$ cat src/rtl/mem_sweep_ctrl.sv
// mem_sweep_ctrl: walks every address of a sync-read block RAM once to fill it with a
// seeded pattern, checksum its contents, or checksum and verify them against the pattern.
module mem_sweep_ctrl #(
  parameter int unsigned WID_MEM   = 2,
  parameter int unsigned DEPTH_MEM = 16384,
  localparam int unsigned AW       = $clog2(DEPTH_MEM)
) (
  input  logic               clk,
  input  logic               reset,
  input  logic               start,
  input  logic [1:0]         mode,
  input  logic [WID_MEM-1:0] seed,
  input  logic               abort,
  output logic               busy,
  output logic               done,
  output logic [AW-1:0]      mem_raddr,
  output logic [AW-1:0]      mem_waddr,
  output logic               mem_we,
  output logic [WID_MEM-1:0] mem_din,
  input  logic [WID_MEM-1:0] mem_dout,
  output logic [31:0]        checksum,
  output logic [AW:0]        err_count,
  output logic               err_seen,
  output logic [AW-1:0]      first_err_addr
);

  localparam logic [AW-1:0] LAST_ADDR = AW'(DEPTH_MEM - 1);

  typedef enum logic [2:0] {
    S_IDLE  = 3'd0,
    S_FILL  = 3'd1,
    S_SCAN  = 3'd2,
    S_DRAIN = 3'd3,
    S_DONE  = 3'd4
  } state_t;

  state_t               r_state;
  state_t               w_state_nxt;
  logic [AW-1:0]        r_addr;
  logic [AW-1:0]        w_addr_nxt;
  logic [WID_MEM-1:0]   r_seed;
  logic [WID_MEM-1:0]   w_seed_nxt;
  logic                 r_verify;
  logic                 r_rd_valid;
  logic [AW-1:0]        r_rd_addr;
  logic                 w_accept;
  logic                 w_kill;
  logic                 w_acc;
  logic                 w_busy_nxt;

  logic                 r_busy;
  logic                 r_done;
  logic                 r_we;
  logic [AW-1:0]        r_waddr;
  logic [AW-1:0]        r_raddr;
  logic [WID_MEM-1:0]   r_din;
  logic [31:0]          r_checksum;
  logic [AW:0]          r_err_count;
  logic                 r_err_seen;
  logic [AW-1:0]        r_first_err_addr;

  // Pattern word for an address: low address bits (zero-extended if narrower) xor seed
  function automatic logic [WID_MEM-1:0] f_pattern(input logic [AW-1:0] a,
                                                   input logic [WID_MEM-1:0] s);
    return WID_MEM'(a) ^ s;
  endfunction

  // Next-state, address and command-acceptance logic
  always_comb begin
    w_state_nxt = r_state;
    w_addr_nxt  = r_addr;
    w_accept    = 1'b0;
    w_kill      = 1'b0;
    unique case (r_state)
      S_IDLE: begin
        if (start) begin
          w_accept   = 1'b1;
          w_addr_nxt = '0;
          unique case (mode)
            2'b01:   w_state_nxt = S_FILL;
            2'b11:   w_state_nxt = S_DONE;
            default: w_state_nxt = S_SCAN;
          endcase
        end
      end
      S_FILL: begin
        if (abort) begin
          w_kill      = 1'b1;
          w_state_nxt = S_IDLE;
        end else begin
          w_addr_nxt = r_addr + AW'(1);
          if (r_addr == LAST_ADDR) w_state_nxt = S_DONE;
        end
      end
      S_SCAN: begin
        if (abort) begin
          w_kill      = 1'b1;
          w_state_nxt = S_IDLE;
        end else begin
          w_addr_nxt = r_addr + AW'(1);
          if (r_addr == LAST_ADDR) w_state_nxt = S_DRAIN;
        end
      end
      S_DRAIN: begin
        w_kill      = abort;
        w_state_nxt = abort ? S_IDLE : S_DONE;
      end
      S_DONE: begin
        w_state_nxt = S_IDLE;
      end
      default: begin
        w_state_nxt = S_IDLE;
      end
    endcase
  end

  assign w_seed_nxt = w_accept ? seed : r_seed;
  assign w_acc      = r_rd_valid && !w_kill;
  assign w_busy_nxt = (w_state_nxt == S_FILL) || (w_state_nxt == S_SCAN) ||
                      (w_state_nxt == S_DRAIN);

  // State register
  always_ff @(posedge clk or negedge reset) begin
    if (!reset) r_state <= S_IDLE;
    else        r_state <= w_state_nxt;
  end

  // Sweep address, latched command and read-return tracking
  always_ff @(posedge clk or negedge reset) begin
    if (!reset) begin
      r_addr     <= '0;
      r_seed     <= '0;
      r_verify   <= 1'b0;
      r_rd_valid <= 1'b0;
      r_rd_addr  <= '0;
    end else begin
      r_addr     <= w_addr_nxt;
      r_seed     <= w_seed_nxt;
      if (w_accept) r_verify <= (mode == 2'b10);
      r_rd_valid <= (r_state == S_SCAN) && !abort;
      r_rd_addr  <= r_addr;
    end
  end

  // Registered RAM-port and status outputs, driven from the next state
  always_ff @(posedge clk or negedge reset) begin
    if (!reset) begin
      r_busy  <= 1'b0;
      r_done  <= 1'b0;
      r_we    <= 1'b0;
      r_waddr <= '0;
      r_raddr <= '0;
      r_din   <= '0;
    end else begin
      r_busy  <= w_busy_nxt;
      r_done  <= (w_state_nxt == S_DONE);
      r_we    <= (w_state_nxt == S_FILL);
      r_waddr <= (w_state_nxt == S_FILL) ? w_addr_nxt : '0;
      r_din   <= (w_state_nxt == S_FILL) ? f_pattern(w_addr_nxt, w_seed_nxt) : '0;
      r_raddr <= (w_state_nxt == S_SCAN) ? w_addr_nxt : '0;
    end
  end

  // Checksum and mismatch accumulation on each qualified read word
  always_ff @(posedge clk or negedge reset) begin
    if (!reset) begin
      r_checksum       <= '0;
      r_err_count      <= '0;
      r_err_seen       <= 1'b0;
      r_first_err_addr <= '0;
    end else if (w_accept) begin
      r_checksum       <= '0;
      r_err_count      <= '0;
      r_err_seen       <= 1'b0;
      r_first_err_addr <= '0;
    end else if (w_acc) begin
      r_checksum <= r_checksum + 32'(mem_dout);
      if (r_verify && (mem_dout != f_pattern(r_rd_addr, r_seed))) begin
        r_err_count <= r_err_count + (AW+1)'(1);
        if (!r_err_seen) begin
          r_first_err_addr <= r_rd_addr;
          r_err_seen       <= 1'b1;
        end
      end
    end
  end

  assign busy           = r_busy;
  assign done           = r_done;
  assign mem_we         = r_we;
  assign mem_waddr      = r_waddr;
  assign mem_raddr      = r_raddr;
  assign mem_din        = r_din;
  assign checksum       = r_checksum;
  assign err_count      = r_err_count;
  assign err_seen       = r_err_seen;
  assign first_err_addr = r_first_err_addr;

endmodule

$ cat config.mk
export PLATFORM = sky130hd
export DESIGN_NAME = mem_sweep_ctrl
export DESIGN_NICKNAME = d
export VERILOG_FILES = /design/src/rtl/mem_sweep_ctrl.sv
export SDC_FILE = /design/constraint.sdc
export NUM_CORES = 1
export LEC_CHECK = 0
export BUFFER_PORTS_ARGS = -buffer_cell sky130_fd_sc_hd__buf_2
export CORE_ASPECT_RATIO = 1.25
export CORE_MARGIN = 10
export CORE_UTILIZATION = 40
export CTS_CLUSTER_DIAMETER = 200
export DETAILED_ROUTE_END_ITERATION = 16
export GPL_ROUTABILITY_DRIVEN = 0
export PLACE_DENSITY_LB_ADDON = 0.08
export SYNTH_ARGS = -nofsm -noshare
export SYNTH_HDL_FRONTEND = slang
export SYNTH_SLANG_ARGS = --single-unit
$ cat constraint.sdc
create_clock -name clk -period 3.41 [get_ports clk]
set_clock_uncertainty 0.15 [all_clocks]
set_input_delay 0.341 -clock clk [delete_from_list [all_inputs] [get_ports clk]]
set_output_delay 0.341 -clock clk [all_outputs]
set_load 0.01 [all_outputs]
==> metrics, run 1 <==
worst reg2reg startpoint r_state[1]$_DFF_PN0_; first-pass detailed-route iteration total 5; DIE HEIGHT 157 um; critical path's slowest cell or4_1; Bufs and invs on worst path 0; pin count of the biggest net entering global routing 61; Vias/cell 5.77; via count 5139; initial antenna violation count 1; HP Class input pin to register; grt met1 use 19.9%; Worst-path clk slew 60 ps; Critical Path RT 3610 ps; r2r setup slk 720 ps; status complete, no violations; diode count 0; Area Overhead vs Synth 21.9%; WP depth 4; Initial Util 40.4%; Ports 105; library cells used by synthesis 56; VDD IR-drop max 0.318 mV; Die Wd 130 um; period utilization 79.0%; CP peak stage delay 720 ps; layout cells sized above 1 21.7%; Core Footprint 14900 sq um; Synth async-reset ratio 100%; Worst Setup End Kind register; first-pass GRT wire length 27000 um; CTS tree yes; Residual DRC 0; worst-skew pair later-pin latency 420 ps; syn nets 613; Setup Viol. Count Final 0; minimum clock period 2690 ps; Starting DRT DRC Count 549; unrepaired setup endpoints after global routing false; Register-to-Register Path Depth 4; vias in the first global route 5189; DR WL/cell 18.5 um; DIE AREA 20400 sq um; DP Wirelength 11500 um; Layout Nets 712; Mapped Cells 598; Slew headroom 14.9%; PnR worst setup slack 715 ps; Fmax achieved 0.371 GHz; maxcap violations 0; worst path arrival time 2900 ps; port bufs 104; M3 GR Usage 5.52%; synthesized flop and latch total 130; R2R Path End checksum[23]$_DFFE_PN0P_; final hold viol count 0; register area share after synthesis 54.0%; EDFF count, synth 0; Critical Path Start Type register; grt met2 use 26.8%; commonest cells after routing, fill and taps aside dfrtp_1, buf_2, a21oi_1; max-slew violations 0; static leakage 3.46 nW; # rows 50; crit-path max FO 17; grt total ovfl 0; power per cell area 546 nW/um^2; pre-CTS WS 682 ps; critical path launch point r_state[1]$_DFF_PN0_; Ys Warns 0; Top FF cell, synth dfrtp_1; Synth Cell Area 6020 sq um; setup TNS 0 ps; Crit path max-delay family simple AND/OR/NAND/NOR gates; H-tree depth 4; post_cts resized 0; Slew @ Worst Pin 1280 ps; CP endpoint checksum[23]$_DFFE_PN0P_; cells along the critical path nor2_2 -> o2111ai_1 -> or4_1 -> a21oi_1; ANT nets after route 0; most common cell after layout, fill and taps aside dfrtp_1; Root Driver clkbuf_16; CTS max path bufs 2; total track usage 16.7%; layer with the highest usage met2; Mean Syn Cell Area 10.1 sq um; CTS sink cnt 130; critical path type register to register; Routed WL 16400 um; Inserted Clock Buffers 17; Finished Core Util 49.3%
-- how the worst min path moves through the flow --
stage | slack, ps | startpoint | end | cells past startpoint
4_1_cts | 50 | mode[1] | r_state[2]$_DFF_PN0_ | 3
3_3_place_gp | 270 | r_addr[13]$_DFF_PN0_ | r_rd_addr[13]$_DFF_PN0_ | 0
2_1_floorplan | -100 | reset | busy$_DFF_PN0_ | 0
5_1_grt | 50 | seed[0] | r_seed[0]$_DFF_PN0_ | 2
3_5_place_dp | 280 | r_addr[13]$_DFF_PN0_ | r_rd_addr[13]$_DFF_PN0_ | 0
6_report | 60 | seed[0] | r_seed[0]$_DFF_PN0_ | 2
-- cells by family after synthesis --
group / after synthesis / share of synthesized area, %
and+or+nand+nor: 228 / 21.6
AOI/OAI and AO/OA: 165 / 16.5
DFF: 130 / 54.0
buffers and inverters: 53 / 3.45
muxes: 10 / 1.70
xor gates and xnor gates: 7 / 1.52
adders and majority gates: 5 / 1.16
-- cell usage after synthesis (9+ instances only) --
cell type	count	area, sq um
o21ai_0	36	180
nor3_1	11	55.1
nor4_1	12	75.1
nand3_1	37	185
a21oi_1	73	365
clkbuf_1	23	86.3
dfrtp_1	130	3250
nand4_1	14	87.6
nand2_1	39	146
and3_1	9	56.3
or4_1	22	165
or3_1	15	93.8
o31ai_1	21	158
nor2_1	26	97.6
inv_1	18	67.6
-- stage by stage --
stage	power (mW)	cells	hold slack [ps]	area [sq um]
floorplan	1.98	598	-105	6020
finish	4.01	891	61.3	7340
global route	4.17	891	53.7	7340
global placement	2.16	859	272	6720
CTS	4.05	891	52.1	7340
detailed placement	2.16	859	276	6720
-- area by class of cell --
class / count / area, sq um
clock buffer: 22 / 484
clock inverter: 9 / 129
fill: 1424 / 7550
inverter: 18 / 67.6
multi-input combinational: 415 / 2560
sequential: 130 / 3250
tap: 182 / 228
timing repair buffer: 115 / 621
-- registers in the layout (all words and copies together), names as in the netlist, 3 cells and up --
name,cells
checksum,32
err_count,15
first_err_addr,14
mem_raddr,14
mem_waddr,14
r_addr,14
r_rd_addr,14
r_state,3
-- report_power, final --
group	leakage (nW)	internal (mW)	switching, mW
Sequential	1.80	1.59	0.0629
Combinational	1.36	0.149	0.325
Clock	0.298	1.22	0.661
-- routing by layer --
metal / up-vias / wire [um]
met3: 31 / 1090
met4: 2 / 351
met2: 156 / 8000
li1: 2432 / -
met1: 2518 / 6990
met5: - / 11
-- what timing repair did --
| item | 4_1_cts | 5_1_grt |
|---|---|---|
| hold endpoints to repair | 58 | 0 |
| hold buffers | 1 | 0 |
| setup buffers | 0 | 0 |
No activity file was read; power rests on OpenSTA's default activity.
==> run 2, diff against run 1 <==
Clock period 3.41 ns to 2.2 ns, I/O delays scaled along.
==> run 2 against run 1 <==
The run now ends with setup timing left. Critical endpoint is now checksum[12]$_DFFE_PN0P_. Largest cell class unchanged. Critical path type unchanged. Utilization is 3.6 points higher. Clock power is 48% higher. Via count is 3.9% higher. Sequential share of layout area is 3.0 points lower. Fmax is 15% higher. Design area is 7.3% higher. Non-clock buffer count is 51 higher. Wire length is 4.5% higher. Count of clock-buffer cells in the layout is 2 lower. First-iteration DRC count is 31% lower. Die area stayed put. Critical path depth is 4 higher.
==> metrics, run 2 (synthesis results as in run 1) <==
Finished Core Util 52.9% (+3.6 points); Area Overhead vs Synth 30.8%; Crit path max-delay family simple AND/OR/NAND/NOR gates; cells along the critical path ha_2 -> inv_2 -> fa_2 -> and4b_2 -> o211ai_1 -> buf_4 -> or4_1 -> a21oi_2; CTS tree yes; M3 GR Usage 4.78% (-0.74 points); Post-Layout Cell Count 943 (+5.8%); Die Wd 130 um (unchanged); grt total ovfl 0 (unchanged); # rows 50 (unchanged); grt met2 use 27.5% (+0.71 points); Slew headroom 48.6% (+34 points); layer with the highest usage met2; Starting DRT DRC Count 378 (-31%); Critical Path Start Type register; power per cell area 794 nW/um^2 (+45%); first-pass GRT wire length 27800 um (+3.0%); final hold viol count 0 (unchanged); period utilization 107% (+28 points); FILL cells 1397 (-1.9%); unrepaired setup endpoints after global routing true; CTS sink cnt 130 (unchanged); Root Driver clkbuf_16; Setup Viol. Count Final 12 (+12); vias in the first global route 5406 (+4.2%); multi-input combinational cell area 2670 sq um (+4.4%); critical path's slowest cell or4_1; diode count 0 (unchanged); CP peak stage delay 420 ps (-300 ps); ANT nets after route 0 (unchanged); Slew @ Worst Pin 771 ps (-505 ps); critical path type register to register; worst-skew pair later-pin latency 420 ps (about the same); crit-path max FO 8 (-9); minimum clock period 2350 ps (-343 ps); Layout Nets 763 (+7.2%); initial antenna violation count 0 (-1); register area 3250 sq um (unchanged); total track usage 17.0% (+0.28 points); Initial Util 40.4% (unchanged); PnR worst setup slack -152 ps (-867 ps); port bufs 104 (unchanged); DIE HEIGHT 157 um (unchanged); pin count of the biggest net entering global routing 131 (+110%); static leakage 3.73 nW (+7.8%); Inserted Clock Buffers 17 (unchanged); max reg flops 32 (unchanged); most common cell after layout, fill and taps aside dfrtp_1; Critical Path RT 2390 ps (-1220 ps); hold slack 47.9 ps (-13.4 ps); critical path launch point checksum[0]$_DFFE_PN0P_; Worst Setup End Kind register; maxcap violations 0 (unchanged); Core Footprint 14900 sq um (unchanged); VDD IR-drop max 0.428 mV (+35%); layout cells sized above 1 29.7% (+8.0 points); Tot Pwr 6.25 mW (+56%); Vias/cell 5.66 (-1.9%); first-pass detailed-route iteration total 4 (-1); Fmax achieved 0.425 GHz (+15%); max-slew violations 0 (unchanged); HP Class input pin to register; placed cells 899 (+4.7%); CTS max path bufs 2 (unchanged); HP Start mode[0]; r2r setup slk -150 ps (-870 ps); failing checks setup timing; DP Wirelength 11800 um (+2.5%); commonest cells after routing, fill and taps aside dfrtp_1, buf_2, a21oi_1; Ports 105 (unchanged); worst path arrival time 2540 ps (-360 ps); Bufs and invs on worst path 2 (+2); grt met1 use 20.8% (+0.91 points); Routed WL 17200 um (+4.5%); H-tree depth 4 (unchanged); Worst-path clk slew 50 ps (about the same); Residual DRC 0 (unchanged); worst reg2reg startpoint checksum[0]$_DFFE_PN0P_; pre-CTS WS -142 ps (-824 ps); DR WL/cell 18.2 um (-1.3%); via count 5337 (+3.9%); DIE AREA 20400 sq um (unchanged); status complete, but fails checks
[run 2: worst paths after layout]
| kind | depth (start not counted) | endpoint |
|---|---|---|
| max in group asynchronous | 3 | mem_waddr[11]$_DFF_PN0_ |
| max reg2reg | 8 | checksum[12]$_DFFE_PN0P_ |
| max | 8 | checksum[12]$_DFFE_PN0P_ |
| min reg2reg | 0 | r_rd_addr[13]$_DFF_PN0_ |
| min | 3 | r_verify$_DFFE_PN0P_ |
| min in group asynchronous | 3 | checksum[15]$_DFFE_PN0P_ |
[run 2: report_power, final]
part           total (mW)  internal, mW  switching [mW]
clock network        2.79          1.73            1.07
registers            2.53          2.47          0.0592
logic               0.931         0.349           0.582
[run 2: layout make-up]
class                      instances  area share, %
timing repair buffer             166           13.5
clock buffer                      20           5.80
multi-input combinational        415           33.9
inverter                          18          0.858
tap                              182           2.89
clock inverter                    12           1.70
sequential                       130           41.3
[run 2: worst register-to-register path, stage by stage, from the launching register on]
cell	delay (ps)
dfrtp_1	350
ha_2	190
inv_2	40
fa_2	330
and4b_2	330
o211ai_1	130
buf_4	200
or4_1	430
a21oi_2	140
[run 2: metal layers]
layer,vias to the layer above,share of wire (%)
met5,-,0
li1,2538,-
met4,0,1.3
met2,103,49
met3,16,5.3
met1,2680,44
[run 2: repair_timing]
item                                    in CTS  in global routing
hold endpoints to repair                   135                  0
hold buffers                                 5                  0
pin swaps                                    2                 11
gates cloned                                 0                  1
setup buffers                                5                  1
resized for setup                            4                 21
endpoints found under the setup margin      13                 20
[run 2: stage by stage]
stage	TNS, ps	cell area [sq um]
finish	-837	7880
global route	-2590	7880
CTS	-997	7780
detailed placement	-1030	7080
global placement	-315	7080
floorplan	-62.6	6030
==> run 3, diff against run 2 <==
Settings changed: ABC_AREA from default to 1.
==> run 3 against run 2 <==
Worst setup slack better by 240 ps. Die area up 4.6%. Critical path type is now input pin to register. Global-route usage increased by 0.21 points. Synthesized area rose by 5.3%. Via count grew 8.6%. Fmax rose by 11%. First-iteration DRC count decreased by 12%. The flow now finishes without violations. Non-clock buffer count is 35 lower. Sequential share of layout area down 0.12 points.
==> metrics, run 3 <==
register area share after synthesis 51.3% (-2.7 points); commonest cells after routing, fill and taps aside nand2_1, dfrtp_1, buf_2; static leakage 4.16 nW (+12%); critical path type input pin to register; Post-synth top cells nand2_1, dfrtp_1, nor2_1; Setup Viol. Count Final 0 (-12); post-CTS setup buffers 0 (-5); status complete, no violations; layout cells sized above 1 20.0% (-9.7 points); Finished Core Util 50.7% (-2.2 points); worst path arrival time 2260 ps (-280 ps); crit-path max FO 10 (+2); Simple-Gate Fraction of Synth Area 33.8% (+12 points); share of the synthesized area in the top cell type 51.3% (-2.7 points); setup TNS 0 ps (+837 ps); most common cell after layout, fill and taps aside nand2_1; CTS max path bufs 2 (unchanged); Starting DRT DRC Count 332 (-12%); max-slew violations 0 (unchanged); Top FF cell, synth dfrtp_1; Die Wd 133 um (+2.2%); hold slack 50.5 ps (+2.63 ps); minimum clock period 2110 ps (-242 ps); Vias/cell 4.99 (-12%); dominant cell type by area after synthesis dfrtp_1; Synth Area in Compound Gates 5.35% (-11 points); Mean Syn Cell Area 7.90 sq um (-22%); diode count 0 (unchanged); Slew headroom 67.8% (+19 points); max reg flops 32 (unchanged); Ys Warns 0 (unchanged); Inserted Clock Buffers 17 (unchanged); Critical Path RT 2350 ps (-40 ps); syn nets 818 (+33%); synthesized flop and latch total 130 (unchanged); multiplexer share of the synthesized area 0% (-1.7 points); Ports 105 (unchanged); Layout Nets 951 (+25%); DIE HEIGHT 161 um (+2.3%); port bufs 104 (unchanged); PnR worst setup slack 89.7 ps (+242 ps); grt total ovfl 0 (unchanged); Core Footprint 15600 sq um (+4.6%); final hold viol count 0 (unchanged); Initial Util 40.7% (+0.30 points); vias in the first global route 5876 (+8.7%); largest cells by area after synthesis dfrtp_1, nand2_1, nand3_1; Synth Cell Area 6340 sq um (+5.3%); maxcap violations 0 (unchanged); unrepaired setup endpoints after global routing false; Synth async-reset ratio 100% (unchanged); # rows 51 (+2.0%); DIE AREA 21300 sq um (+4.6%); via count 5798 (+8.6%); Routed WL 18300 um (+6.4%); count leader, synth nand2_1; Residual DRC 0 (unchanged); H-tree depth 4 (unchanged); Worst-path clk slew 60 ps (about the same); HP Class input pin to register; worst-skew pair later-pin latency 410 ps (about the same); period utilization 95.9% (-11 points); total track usage 17.2% (+0.21 points); main combinational cell family by area after synthesis simple AND/OR/NAND/NOR gates; Post-Synth XOR/XNOR Area 1.38% (-0.14 points); pin count of the biggest net entering global routing 64 (-51%); DR WL/cell 15.7 um (-14%); power per cell area 818 nW/um^2 (+3.1%); ANT nets after route 0 (unchanged); Worst Setup End Kind register; initial antenna violation count 0 (unchanged); Area Overhead vs Synth 24.6%; EDFF count, synth 0 (unchanged); Critical Path Start Type input pin; VDD IR-drop max 0.541 mV (+26%); Root Driver clkbuf_16; post-synthesis adder-cell area fraction 1.10% (-0.059 points); first-pass GRT wire length 29900 um (+7.6%); DP Wirelength 13600 um (+16%); first-pass detailed-route iteration total 5 (+1); pre-CTS WS 150 ps (+292 ps); CTS sink cnt 130 (unchanged); CTS tree yes; Fmax achieved 0.474 GHz (+11%); Mapped Cells 803 (+34%); Slew @ Worst Pin 478 ps (-292 ps); library cells used by synthesis 39 (-30%)
[run 3: changes by cell type after synthesis, sizes merged, moves of 22 or more]
cell   previous run  this run
nand2            39       253
nor2             27       107
inv              18        95
a21oi            73        15
nand3            37        73
or4              22         0
[run 3: layout make-up]
class                   instances  area (sq um)
clock buffers                  20           447
fillers                      1572          7670
multi-input cells             560          2650
clock inverters                12           155
inverters                      96           360
flip-flops and latches        130          3250
repair buffers                131           772
well taps                     212           265
[run 3: logic make-up (layout without fill, tap and decap cells)]
kind of cell / count (synthesis) / count (layout)
AND/OR/NAND/NOR: 484 / 484
flip-flops: 130 / 130
buffers and inverters: 113 / 259
AO/OA/AOI/OAI: 61 / 61
XOR/XNOR: 10 / 10
adder cells (fa/ha/maj): 5 / 5
[run 3: timing repair]
| action | 4_1_cts | 5_1_grt |
|---|---|---|
| hold endpoints to repair | 39 | 0 |
| hold buffers | 7 | 0 |
| resized for setup | 0 | 4 |
| setup endpoints to repair | 0 | 21 |
[run 3: worst paths after layout]
| check | from | endpoint | slack [ps] | cells after the start |
|---|---|---|---|---|
| min | mem_dout[0] | checksum[0]$_DFFE_PN0P_ | 50 | 4 |
| max reg2reg | r_addr[1]$_DFF_PN0_ | mem_raddr[0]$_DFF_PN0_ | 190 | 10 |
| min in group asynchronous | reset | err_count[2]$_DFFE_PN0P_ | 150 | 2 |
| min reg2reg | r_addr[9]$_DFF_PN0_ | r_rd_addr[9]$_DFF_PN0_ | 300 | 0 |
| max in group asynchronous | reset | checksum[9]$_DFFE_PN0P_ | 1010 | 3 |
| max | abort | mem_raddr[11]$_DFF_PN0_ | 90 | 10 |
[run 3: stage by stage]
stage | power (mW) | area [sq um] | cells
6_report | 6.46 | 7900 | 1161
5_1_grt | 6.79 | 7900 | 1161
4_1_cts | 6.52 | 7890 | 1161
3_5_place_dp | 3.61 | 7210 | 1122
3_3_place_gp | 3.60 | 7210 | 1122
2_1_floorplan | 3.23 | 6340 | 803
[run 3: where the power goes]
group	leakage (nW)	switching, mW	internal, mW
logic	2.07	0.618	0.280
clock network	0.291	1.07	1.82
registers	1.80	0.139	2.54
[run 3: routing by layer]
| metal | wire length (um) | up-vias | global-route usage (%) | share of wire, % |
|---|---|---|---|---|
| li1 | - | 2842 | - | - |
| met1 | 7410 | 2771 | 18.9 | 41 |
| met2 | 9500 | 162 | 30.7 | 52 |
| met3 | 972 | 23 | 4.78 | 5.3 |
| met4 | 388 | 0 | 6.81 | 2.1 |
| met5 | 0 | - | 0 | 0 |
[run 3: critical path: stages]
cell	delay [ps]
dlygate4sd3_1	540
buf_2	200
inv_2	180
nand3_1	130
nor2_2	290
nand4_1	210
nand3_1	120
o21ai_0	190
nand2_1	120
inv_1	40
